File: config.mk
export PLATFORM = sky130hd
export DESIGN_NAME = uart_tx_arbiter
export DESIGN_NICKNAME = d
export VERILOG_FILES = /design/src/rtl/uart_tx_arbiter.sv
export SDC_FILE = /design/constraint.sdc
export NUM_CORES = 1
export LEC_CHECK = 0
export ABC_AREA = 1
export BUFFER_PORTS_ARGS = -buffer_cell sky130_fd_sc_hd__buf_2
export CAP_MARGIN = 20
export CORE_MARGIN = 3
export CORE_UTILIZATION = 49
export DETAILED_ROUTE_END_ITERATION = 7
export GPL_TIMING_DRIVEN = 0
export PLACE_DENSITY_LB_ADDON = 0.05
export REMOVE_ABC_BUFFERS = 1
export SLEW_MARGIN = 40
export SYNTH_ARGS = -nofsm -noshare
export SYNTH_HDL_FRONTEND = slang
export SYNTH_SLANG_ARGS = --single-unit
export TNS_END_PERCENT = 20
File: constraint.sdc
create_clock -name clk_i -period 1.7 [get_ports clk_i]
set_input_delay 0.17 -clock clk_i [delete_from_list [all_inputs] [get_ports clk_i]]
set_output_delay 0.17 -clock clk_i [all_outputs]
set_load 0.005 [all_outputs]
File: src/rtl/uart_tx_arbiter.sv
// Packet-level round-robin arbiter sharing one UART TX byte port among NREQ requesters.
// Grant held until req_last; a mid-packet gap of TIMEOUT FETCH cycles revokes it.
module uart_tx_arbiter #(
  parameter int          NREQ    = 4,
  parameter logic [15:0] TIMEOUT = 16'd50000
) (
  input  logic              clk_i,
  input  logic              rst_n_i,
  input  logic [NREQ-1:0]   req_valid_i,
  input  logic [8*NREQ-1:0] req_data_i,
  input  logic [NREQ-1:0]   req_last_i,
  output logic [NREQ-1:0]   req_ready_o,
  output logic              tx_valid_o,
  output logic [7:0]        tx_data_o,
  input  logic              tx_ready_i,
  output logic [NREQ-1:0]   grant_o,
  output logic              timeout_err_o
);

  localparam int PW = $clog2(NREQ);

  typedef enum logic [1:0] {IDLE, FETCH, SEND} state_t;

  state_t            state_q, state_d;
  logic [PW-1:0]     ptr_q, ptr_d;
  logic [PW-1:0]     idx_q, idx_d;
  logic [NREQ-1:0]   grant_q, grant_d;
  logic [15:0]       gap_q, gap_d;
  logic              last_q, last_d;
  logic              tx_valid_q, tx_valid_d;
  logic [7:0]        tx_data_q, tx_data_d;
  logic              terr_q, terr_d;

  logic              found;
  logic [PW-1:0]     sel;
  logic [PW-1:0]     nxt_ptr;

  // First requester at or above ptr, wrapping modulo NREQ.
  always_comb begin
    found = 1'b0;
    sel   = '0;
    for (int k = 0; k < NREQ; k++) begin
      if (!found && req_valid_i[(int'(ptr_q) + k) % NREQ]) begin
        found = 1'b1;
        sel   = PW'((int'(ptr_q) + k) % NREQ);
      end
    end
  end

  assign nxt_ptr = (idx_q == PW'(NREQ - 1)) ? '0 : idx_q + PW'(1);

  always_comb begin
    state_d     = state_q;
    ptr_d       = ptr_q;
    idx_d       = idx_q;
    grant_d     = grant_q;
    gap_d       = gap_q;
    last_d      = last_q;
    tx_valid_d  = tx_valid_q;
    tx_data_d   = tx_data_q;
    terr_d      = 1'b0;
    req_ready_o = '0;
    case (state_q)
      IDLE: begin
        grant_d = '0;
        gap_d   = '0;
        if (found) begin
          grant_d = {{(NREQ-1){1'b0}}, 1'b1} << sel;
          idx_d   = sel;
          state_d = FETCH;
        end
      end
      FETCH: begin
        req_ready_o = grant_q;
        if (req_valid_i[idx_q]) begin
          tx_data_d  = req_data_i[8*idx_q +: 8];
          last_d     = req_last_i[idx_q];
          tx_valid_d = 1'b1;
          gap_d      = '0;
          state_d    = SEND;
        end else begin
          gap_d = gap_q + 16'd1;
          if ((TIMEOUT != 16'd0) && (gap_q == TIMEOUT - 16'd1)) begin
            terr_d  = 1'b1;
            grant_d = '0;
            ptr_d   = nxt_ptr;
            state_d = IDLE;
          end
        end
      end
      SEND: begin
        // No gap counting here: a stalled serializer must not cost the owner its grant.
        if (tx_ready_i) begin
          tx_valid_d = 1'b0;
          if (last_q) begin
            grant_d = '0;
            ptr_d   = nxt_ptr;
            state_d = IDLE;
          end else begin
            state_d = FETCH;
          end
        end
      end
      default: state_d = IDLE;
    endcase
  end

  always_ff @(posedge clk_i) begin
    if (!rst_n_i) begin
      state_q    <= IDLE;
      ptr_q      <= '0;
      idx_q      <= '0;
      grant_q    <= '0;
      gap_q      <= '0;
      last_q     <= 1'b0;
      tx_valid_q <= 1'b0;
      tx_data_q  <= 8'h00;
      terr_q     <= 1'b0;
    end else begin
      state_q    <= state_d;
      ptr_q      <= ptr_d;
      idx_q      <= idx_d;
      grant_q    <= grant_d;
      gap_q      <= gap_d;
      last_q     <= last_d;
      tx_valid_q <= tx_valid_d;
      tx_data_q  <= tx_data_d;
      terr_q     <= terr_d;
    end
  end

  assign tx_valid_o    = tx_valid_q;
  assign tx_data_o     = tx_data_q;
  assign grant_o       = grant_q;
  assign timeout_err_o = terr_q;

endmodule

==> reports/metrics.yaml <==
status:
  outcome: "completed"
critical_path:
  crit_required_ps: 1850
  endpoint_kind: "register"
  cp_common_cell: "nand2_1"
  r2r_setup_slack_ps: 100
  crit_buf_inv: 2
  crit_slowest_cell: "dfxtp_4"
  rr_worst_depth: 9
  startpoint_type: "register"
  critPathArrivalTime_ps: 1750
  r2r-start: "idx_q[1]"
  path_max_fanout: 13
  path_cells: "clkinvlp_4, nand3_1, nand2_2, nand2_4, inv_6, a21oi_2, nand2_1, nand2_1, a21oi_1"
  crit_type: "register to register"
  crit_family: "simple AND/OR/NAND/NOR gates"
  r2r_end: "state_q[1]"
  max_stage_delay_ps: 430
yosys:
  syn_area_mm2: 0.00241
  synth_compound_area_share_pct: 19.3
  synth_edf_count: 0
  synthSimpleGateAreaFrac_pct: 37.0
  yosys_warnings: 0
  syn_inst: 390
  synth_fa_ha_area_share_pct: 3.11
  postSynth.asyncResetShare_pct: 0
  synth_cell_types: 33
  netlist_top_cells_area: "dfxtp_1 31%, nand2_1 13%, nor2_1 10%"
  yosysSeqAreaShare_pct: 30.7
  synth.mux.area_fraction_pct: 0
  synthFlopType: "dfxtp_1"
  synth_top_family_by_area: "simple AND/OR/NAND/NOR gates"
  yosysTopAreaCell: "dfxtp_1"
  syn_avg_cell_area_um2: 6.19
  synth_top_area_share_pct: 30.7
  ys_seq_elements: 37
  synth_xor_area_share_pct: 0
grt:
  grt-ovfl-total: 0
  grtUsageTotal_pct: 21.2
  grt_max_degree: 22
  grt_pass1_vias: 2288
  grt_pass1_wl_um: 10500
  antenna_found_initial: 0
hold_path:
  hold_path_class: "input pin to register"
  hold-path-endpoint: "tx_data_o[7]"
  min_path_cells: 5
  hold_start: "req_data_i[7]"
timing:
  slew_headroom_pct: 60.6
  rsz0062_at_grt: "yes"
  hold_viol: 0
  worstMarginPinSlew_ps: 588
  worst_slack_ps: 100
  finalSetupViolations: 0
  slew_viol_final: 0
  finalCritPeriodShare_pct: 94.1
  finalClockSkew_ps: 7.04
  max_freq_ghz: 0.625
  layout_min_cycle_time_ps: 1600
cells_and_area:
  antenna_cells: 0
  instances_no_fill: 516
  num-nets-final: 499
  drive_gt1_share_pct: 26.6
  design_area_mm2: 0.00300
  area_growth_pct: 24.1
  fin_util_pct: 65.7
die:
  die_area_mm2: 0.00581
  io_pins: 61
  core_mm2: 0.00456
  start_util_pct: 52.9
  fp.dieW_um: 76.2
  dieHeight_um: 76.2
  num_rows: 24
clock_tree:
  hold_buffers: 0
  clock_latency_ps: 280
  cts_max_level: 2
  cts_sinks: 37
  clk_pin_slew_worst_paths_ps: 70
  cts_tree: "yes"
  cts-buffers-inserted: 5
  clock-root-buffer: "clkbuf_8"
  cts_buffer_depth: 2
power_and_ir_drop:
  leakagePower_nw: 1.40
  ir_drop_uv: 1040
  powerDensity_mw_per_mm2: 1490
routing:
  totalWireLength_um: 6450
  route.detailed.drc: 0
  avgViaCountPerCell: 5.26
  wl_per_cell_um: 12.5
  antenna_left: 0
  vias: 2715
  drt_iter0_drc: 209
  drtPass1Iterations: 4
placed_design:
  place_hpwl_um: 4410
  gp_congestion: 0.883
  placed_cells: 500
  pre_cts_slack_ps: -839
  dpl_cell_area_mm2: 0.00272
  numPortBuffers: 60
job:
  max_cap_violations: 0
## cells in the final DEF (no fill, tap or decap), types with 6 or more instances in the layout
| cell type | count |
|---|---|
| clkbuf_8 | 6 |
| nor2_1 | 62 |
| o21ai_0 | 42 |
| a21oi_1 | 24 |
| nand3_1 | 24 |
| buf_4 | 6 |
| nand2_1 | 81 |
| dfxtp_1 | 29 |
| o22ai_1 | 9 |
| nand4_1 | 9 |
| nand2_2 | 8 |
| buf_2 | 61 |
| inv_1 | 35 |
## registers in the layout, summed over array words and instances (netlist names)
name,cells
gap_q,16
grant_o,4
idx_q,2
last_q,1
ptr_q,2
state_q,2
timeout_err_o,1
tx_data_o,8
tx_valid_o,1
## Yosys cell counts, types with 2 or more instances
cell / n
buf_6: 2
dfxtp_1: 37
nand3_1: 27
buf_2: 6
nand2_1: 83
ha_1: 6
nand4_1: 9
nor2_1: 65
inv_2: 4
nor2_2: 2
inv_1: 37
o22ai_1: 9
nand2_2: 7
o21ai_0: 42
clkbuf_1: 5
nand3_2: 2
a31o_2: 2
a21oi_1: 26
nor3_1: 5
## repair_timing
item                                    CTS  global route
buffers inserted                          3             5
pin swaps                                 1             4
resized for setup                        17            22
endpoints found under the setup margin   37            28
## stage by stage
step	hold WS [ps]	setup TNS, ps	power [W]
finish	290	0	0.00446
global route	314	-11.8	0.00488
CTS	284	0	0.00429
detailed placement	470	-16450	0.00347
global placement	472	-17090	0.00343
floorplan	306	-2250	0.00286
## area by class of cell
type / count / area (um^2)
inverters: 42 / 174
clock inverters: 2 / 13.8
well taps: 65 / 81.3
fillers: 437 / 1570
multi-input cells: 296 / 1530
repair buffers: 68 / 358
clock buffers: 6 / 82.6
flip-flops and latches: 37 / 761
## worst max path at each step
| stage | from | end | slack [ps] | cells past startpoint |
|---|---|---|---|---|
| floorplan | idx_q[0] | ptr_q[0] | -300 | 11 |
| global placement | idx_q[0] | ptr_q[0] | -770 | 11 |
| detailed placement | idx_q[0] | ptr_q[0] | -840 | 11 |
| CTS | idx_q[0] | state_q[1] | 5 | 10 |
| global route | state_q[1] | gap_q[7] | -10 | 5 |
| finish | idx_q[1] | state_q[1] | 100 | 9 |
## worst reg2reg max path, delay by kind of cell (launching register included)
kind                   cells  cell delay (ps)
and+or+nand+nor            5              600
DFF                        1              430
buffers and inverters      2              220
AOI/OAI and AO/OA          2              230
## kinds of logic after synthesis
group                      count (synthesis)
AOI/OAI and AO/OA                         86
adders and majority gates                  6
buffers and inverters                     57
DFF                                       37
and+or+nand+nor                          204
## metal layers
layer	wire length (um)	global-route usage, %
met4	29	3.08
met5	0	0
met2	2880	33.1
met1	3110	30.5
met3	435	4.49
## report_power, final
part	switching (W)	leakage (nW)	internal (W)	total, W
Sequential	0.000203	0.305	0.00109	0.00129
Clock	0.000318	0.0512	0.000329	0.000647
Combinational	0.00161	1.04	0.000906	0.00252
No activity file was read; power rests on OpenSTA's default activity.
